<file path="src/rtl/bcd_cascade_scan.sv">
// rtl/bcd_cascade_scan.sv - 4-digit BCD cascade of an upstream decade counter with multiplexed 7-segment scan (optional LEADING_ZERO_BLANK_EN)
module bcd_cascade_scan #(
    parameter int SCAN_DIV = 50000
) (
    input  logic        clk,
    input  logic        rst,
    input  logic [3:0]  cnt_in,
    input  logic        cin,
    output logic [15:0] bcd_val,
    output logic        ovf,
    output logic [7:0]  seg,
    output logic [3:0]  an
);

    localparam int CW = (SCAN_DIV > 1) ? $clog2(SCAN_DIV) : 1;
    localparam logic [CW-1:0] SCAN_LAST = CW'(SCAN_DIV - 1);

    logic [3:0]    units;
    logic [3:0]    tens;
    logic [3:0]    hundreds;
    logic [3:0]    thousands;
    logic          cin_d;
    logic          inc;
    logic [CW-1:0] scan_cnt;
    logic [1:0]    dig_idx;
    logic [3:0]    cur_digit;
    logic          blank;
    logic [7:0]    seg_next;

    assign inc     = cin & ~cin_d;
    assign bcd_val = {thousands, hundreds, tens, units};

    always_comb begin
        cur_digit = units;
        case (dig_idx)
            2'd0: cur_digit = units;
            2'd1: cur_digit = tens;
            2'd2: cur_digit = hundreds;
            2'd3: cur_digit = thousands;
            default: cur_digit = units;
        endcase
    end

`ifdef LEADING_ZERO_BLANK_EN
    // A digit blanks only when it and every more significant digit are zero.
    always_comb begin
        blank = 1'b0;
        case (dig_idx)
            2'd3: blank = (thousands == 4'd0);
            2'd2: blank = (thousands == 4'd0) && (hundreds == 4'd0);
            2'd1: blank = (thousands == 4'd0) && (hundreds == 4'd0) && (tens == 4'd0);
            default: blank = 1'b0;
        endcase
    end
`else
    assign blank = 1'b0;
`endif

    always_comb begin
        seg_next = 8'hFF;
        if (!blank) begin
            case (cur_digit)
                4'd0: seg_next = 8'hC0;
                4'd1: seg_next = 8'hF9;
                4'd2: seg_next = 8'hA4;
                4'd3: seg_next = 8'hB0;
                4'd4: seg_next = 8'h99;
                4'd5: seg_next = 8'h92;
                4'd6: seg_next = 8'h82;
                4'd7: seg_next = 8'hF8;
                4'd8: seg_next = 8'h80;
                4'd9: seg_next = 8'h90;
                default: seg_next = 8'hBF;
            endcase
        end
    end

    always_ff @(posedge clk) begin
        if (rst) begin
            units     <= 4'd0;
            tens      <= 4'd0;
            hundreds  <= 4'd0;
            thousands <= 4'd0;
            cin_d     <= 1'b0;
            ovf       <= 1'b0;
            scan_cnt  <= '0;
            dig_idx   <= 2'd0;
            seg       <= 8'hFF;
            an        <= 4'b1111;
        end else begin
            units <= cnt_in;
            cin_d <= cin;
            ovf   <= 1'b0;
            // Ripple carry through the upper decades on a cin rising edge.
            if (inc) begin
                if (tens == 4'd9) begin
                    tens <= 4'd0;
                    if (hundreds == 4'd9) begin
                        hundreds <= 4'd0;
                        if (thousands == 4'd9) begin
                            thousands <= 4'd0;
                            ovf       <= 1'b1;
                        end else begin
                            thousands <= thousands + 4'd1;
                        end
                    end else begin
                        hundreds <= hundreds + 4'd1;
                    end
                end else begin
                    tens <= tens + 4'd1;
                end
            end

            if (scan_cnt == SCAN_LAST) begin
                scan_cnt <= '0;
                dig_idx  <= dig_idx + 2'd1;
            end else begin
                scan_cnt <= scan_cnt + 1'b1;
            end

            an  <= ~(4'b0001 << dig_idx);
            seg <= seg_next;
        end
    end

endmodule

</file>
<file path="config.mk">
export PLATFORM = sky130hd
export DESIGN_NAME = bcd_cascade_scan
export DESIGN_NICKNAME = d
export VERILOG_FILES = /design/src/rtl/bcd_cascade_scan.sv
export SDC_FILE = /design/constraint.sdc
export NUM_CORES = 1
export LEC_CHECK = 0
export CAP_MARGIN = 20
export CORE_ASPECT_RATIO = 0.5
export CORE_MARGIN = 8
export CORE_UTILIZATION = 30
export CTS_BUF_LIST = sky130_fd_sc_hd__clkbuf_2 sky130_fd_sc_hd__clkbuf_4 sky130_fd_sc_hd__clkbuf_8
export DETAILED_ROUTE_END_ITERATION = 10
export HOLD_SLACK_MARGIN = 0.1
export PLACE_DENSITY = 0.63
export SYNTH_ARGS = -nofsm -noshare
export SYNTH_HDL_FRONTEND = slang
export SYNTH_SLANG_ARGS = --single-unit
</file>
<file path="constraint.sdc">
create_clock -name clk -period 1.9 [get_ports clk]
set_input_delay 0.285 -clock clk [delete_from_list [all_inputs] [get_ports clk]]
set_output_delay 0.285 -clock clk [all_outputs]
set_load 0.1 [all_outputs]
</file>
Word level (Yosys, flattened, before mapping)
Memory sizes are Yosys's and may differ from the RTL's. A register that Yosys moved wholly into a read port is not among the register bits.
Cells that the tools add are included.
Storage, ports and cells
  ROM bits: 112
  input bits: 7
  register bits: 48
  logic and storage cells: 40
  memories: 1
  output and inout bits: 29
Memory list
  (no name shown): words 16, width 7, read ports 1, clocked after memory_dff 1, write ports 0, line 62  | case (cur_digit)
Operators by class
  bitwise gates (word level): 6
  equality and inequality tests: 7
  muxes and demuxes: 5
  reduce and logical (&&, ||, !) cells: 5
  shift-type cells: 1
  $add $sub $neg: 5
Operator list (number)
  $add A16 B1 Y16 const B: 1
  $eq A16 B16 Y1 const B: 1
  $pmux W4 S4: 1
  $add A4 B1 Y4 const B: 3
  $eq A4 B4 Y1 const B: 3
  $mux W4: 3
  $eq A2 B2 Y1 const B: 2
  $not A1 Y1: 4
  $not A4 Y4: 1
  $reduce_or A4 Y1: 1
  $shl A1 B2 Y4 const A: 1
  $reduce_and A3 Y1: 1
  $add A2 B1 Y2 const B: 1
  $eq A2 B1 Y1 const B: 1
  $logic_not A2 Y1: 1
  $reduce_and A2 Y1: 1
  $reduce_or A2 Y1: 1
  $and A1 B1 Y1: 1
  $mux W1: 1

Longest topological paths before layout
  word-level depth: 4
  gate-level depth with buffers: 8
  depth with buffers taken out: 8

Worst setup path after synthesis
OpenSTA, ideal clock, no wires.
  path type: reg-to-reg
  start point: reg tens[3]
  end point: reg thousands[3]
  stages on the path, launching flop included: 5
  path slack: -0.625 ns
  required time: 1.819 ns
  path buffers: 0
  arrival time: 2.444 ns
  path through: dfxtp_1 -> nor3b_4 -> nand4_1 -> or4b_2 -> a41oi_1
Between the ends
  cells in the longest elaborated chain, start to end: 2
RTL lines
  start, declared: line 19  | logic [3:0] tens;
  start signal, assigned: line 110  | tens <= tens + 4'd1;
  $eq A4 B4 Y1: line 96  | if (tens == 4'd9) begin
  $reduce_and A3 Y1 (no line)
  end signal, assigned: line 104  | thousands <= thousands + 4'd1;
  end, declared: line 21  | logic [3:0] thousands;
No other way between the ends.
A chain may end at the register's enable or synchronous reset.

Worst setup path after layout
  start point: reg scan_cnt[5]
  end point: reg scan_cnt[15]
Between the ends
  cells in the longest elaborated chain, start to end: 2
RTL lines
  start, declared: line 24  | logic [CW-1:0] scan_cnt;
  start signal, assigned: line 118  | scan_cnt <= scan_cnt + 1'b1;
  parallel branches: the longest is 2 deep, another holds $add A16 B1 Y16
Several ways; the timed one is not identified.

==> flow_summary_export.csv <==
group,metric,value,unit
outcome,status,"complete, no violations",
yosys,synth.yosys.warnings,0,
finish,area_growth,34.4,%
critical_path,worstPathRequired,2080,ps
placement,post-place-cells,371,
global_routing,antenna_found_initial,0,
global_routing,grt_use_met2,17.6,%
timing,rsz0062_at_grt,"true",
hold_path,hold_path.class,"flop to flop",
global_routing,grt.busiest_layer,"met2",
hold_path,holdPathStages,1,
power,leakage,1.07,nW
placement,place_hpwl,3720,um
floorplan,start_util,31.5,%
yosys,synth.yosys.seq_area_share,43.9,%
clocking,htreeDepth,2,
clocking,cts_tree,"built",
critical_path,critPathMaxFanout,16,
global_routing,grt_pass1_vias,1886,
run,cap_violations,0,
critical_path,rrSetupSlack,20,ps
floorplan,fp.dieW,136,um
yosys,syn_nets,251,
power,ir_drop,0.228,mV
critical_path,r2r_start,"scan_cnt[5]",
floorplan,rows,21,
global_routing,grt-ovfl-total,0,
critical_path,end_kind,"flop",
routing,vias,1850,
placement,gp_congestion,0.837,
finish,fin_nets,304,
global_routing,grt_usage,10.4,%
critical_path,worstRegToRegCells,5,
clocking,clkSinkCount,47,
finish,num_antenna_cells,0,
yosys,ys_seq_elements,47,
routing,wire_per_inst,13.5,um
critical_path,r2r-end,"scan_cnt[15]",
global_routing,grt_pass1_wl,8740,um
global_routing,grt_use_met3,2.63,%
timing,maxSlewViolCount,0,
yosys,synth_top_cell_by_area,"dfxtp_1",
routing,routed_wl,5140,um
routing,viasPerCell,4.87,
finish,drive_gt1_share,34.7,%
timing,clock_skew,11.6,ps
clocking,clk_path_buf_depth,2,
floorplan,core,6810,um^2
clocking,cts_buffers,5,
critical_path,crit_arrival,2060,ps
yosys,syn_area,2140,um^2
timing,hold_viol,0,
timing,hold_ws,494,ps
placement,port_buffers,34,
floorplan,die_h,75.8,um
timing,period_share,99.2,%
critical_path,startpoint_type,"flop",
global_routing,gr-usage-met1,13.0,%
timing,max_freq,0.531,GHz
finish,layout.cells.non_filler,380,
yosys,syn_avg_cell_area,9.13,um^2
routing,drc,0,
timing,setup_viol,0,
yosys,yosys.cell_types.count,40,
routing,firstDrtPassIters,5,
floorplan,die_area,10300,um^2
yosys,synth_area_leaders,"dfxtp_1, xnor2_1, ha_1",
timing,finalCriticalPeriod,1880,ps
power,powerDensity,682,nW/um^2
global_routing,grt_max_degree,23,
routing,ant_nets,0,
clocking,root_buffer,"clkbuf_8",
floorplan,io_pins,36,
yosys,yosysTopAreaCellShare,43.9,%
finish,fill_cells,640,
hold_path,holdPathEnd,"scan_cnt[0]",
routing,drt_first_iter_violations,155,
critical_path,path_class,"flop to flop",
clocking,clk_pin_slew_worst_paths,80,ps
clocking,clock_latency,290,ps
yosys,syn_inst,235,
hold_path,hp-start,"scan_cnt[0]",
==> worst max-delay path, cell delays in order (launching register included) <==
cell	delay, ps
dfxtp_2	330
or4_4	530
or4_4	540
o21ai_4	160
buf_12	150
nor2_1	50
==> per-layer routing <==
layer	vias up	share of wire (%)
li1	929	-
met1	889	48
met2	30	48
met3	2	3.6
met4	0	0.62
met5	-	0
==> final cells by class <==
class,count,area (um^2),area share [%]
Clock buffer,6,82.6,2.87
Clock inverter,1,5.00,0.174
Inverter,14,55.1,1.91
Multi-Input combinational cell,166,1210,41.9
Sequential cell,47,982,34.1
Tap cell,92,115,3.99
Timing Repair Buffer,54,433,15.0
==> cells by family (layout without fill, tap and decap cells) <==
kind of cell | after synthesis | count (layout) | share of synthesized area [%]
multiplexers | 6 | 6 | 2.98
AO/OA/AOI/OAI | 32 | 32 | 10.2
flip-flops | 47 | 47 | 43.9
XOR/XNOR | 19 | 19 | 7.76
AND/OR/NAND/NOR | 99 | 99 | 25.4
other | 1 | 1 | 0.175
adder cells (fa/ha/maj) | 9 | 9 | 5.25
buffers and inverters | 22 | 75 | 4.43
==> power breakdown <==
group | internal, W | leakage, nW | switching (W)
Clock | 0.000286 | 0.0470 | 0.000315
Sequential | 0.00101 | 0.394 | 0.0000212
Combinational | 0.0000894 | 0.631 | 0.000247
Total | 0.00138 | 1.07 | 0.000584
==> state kept, by name, indices dropped and copies added, names as in the netlist <==
name and cells:
dig_idx 2, ovf 1, tens 4, scan_cnt 16, seg 7, an 4, units 4, hundreds 4
cin_d 1, thousands 4
==> metrics by stage <==
step / setup TNS (ps) / worst slack, ps / util [%] / area (um^2) / power (W)
floorplan: 0 / 0.194 / - / 2180 / 0.00129
global placement: 0 / 20.7 / 39.3 / 2670 / 0.00137
detailed placement: -101 / -64.6 / 39.3 / 2670 / 0.00137
CTS: 0 / 0.925 / 41.1 / 2800 / 0.00198
global route: -703 / -78.5 / 42.3 / 2880 / 0.00205
finish: 0 / 15.4 / 42.3 / 2880 / 0.00196
==> how the worst max path moves through the flow <==
stage / from / to / cells after the start
3_5_place_dp: dig_idx[0] / seg[1] / 8
5_1_grt: dig_idx[0] / seg[5] / 7
3_3_place_gp: cin / thousands[3] / 5
4_1_cts: scan_cnt[5] / dig_idx[1] / 5
2_1_floorplan: scan_cnt[5] / scan_cnt[15] / 5
6_report: scan_cnt[5] / scan_cnt[15] / 5
==> cells in the mapped netlist, drive strengths merged <==
cell     number
a21oi        10
and4          1
a22oi         2
or3           3
ha            9
xnor2        13
conb          1
or4b          2
a211oi        2
nand3        12
nand2        14
nor4          5
clkbuf        5
nor3b         3
buf           3
or4           2
nor3          5
xor2          6
o2111ai       2
nand4         8
inv          14
a41oi         1
o21ai        10
mux2i         3
a222oi        4
a41o          1
nor2         26
nor4b         1
and3          3
nor4bb        1
and3b         1
nor2b        11
nand3b        1
mux2          3
dfxtp        47
==> placed cells by master (no fill, tap or decap), drive strengths merged <==
cell           instances
buf                   48
dfxtp                 47
nor2                  26
nand2                 14
inv                   14
xnor2                 13
nand3                 12
nor2b                 11
a21oi                 10
o21ai                 10
ha                     9
nand4                  8
xor2                   6
clkbuf                 6
clkdlybuf4s50          6
nor4                   5
nor3                   5
a222oi                 4
or3                    3
and3                   3
mux2i                  3
mux2                   3
nor3b                  3
or4                    2
a22oi                  2
a211oi                 2
o2111ai                2
or4b                   2
and4                   1
and3b                  1
nor4bb                 1
nor4b                  1
nand3b                 1
a41o                   1
a41oi                  1
conb                   1
clkinv                 1
==> what timing repair did <==
item	in CTS	in global routing
endpoints found under the setup margin	7	25
hold buffers	0	0
resized for setup	12	21
buffers inserted	0	2
pin swaps	1	3
Power figures use the tool's default switching activity.
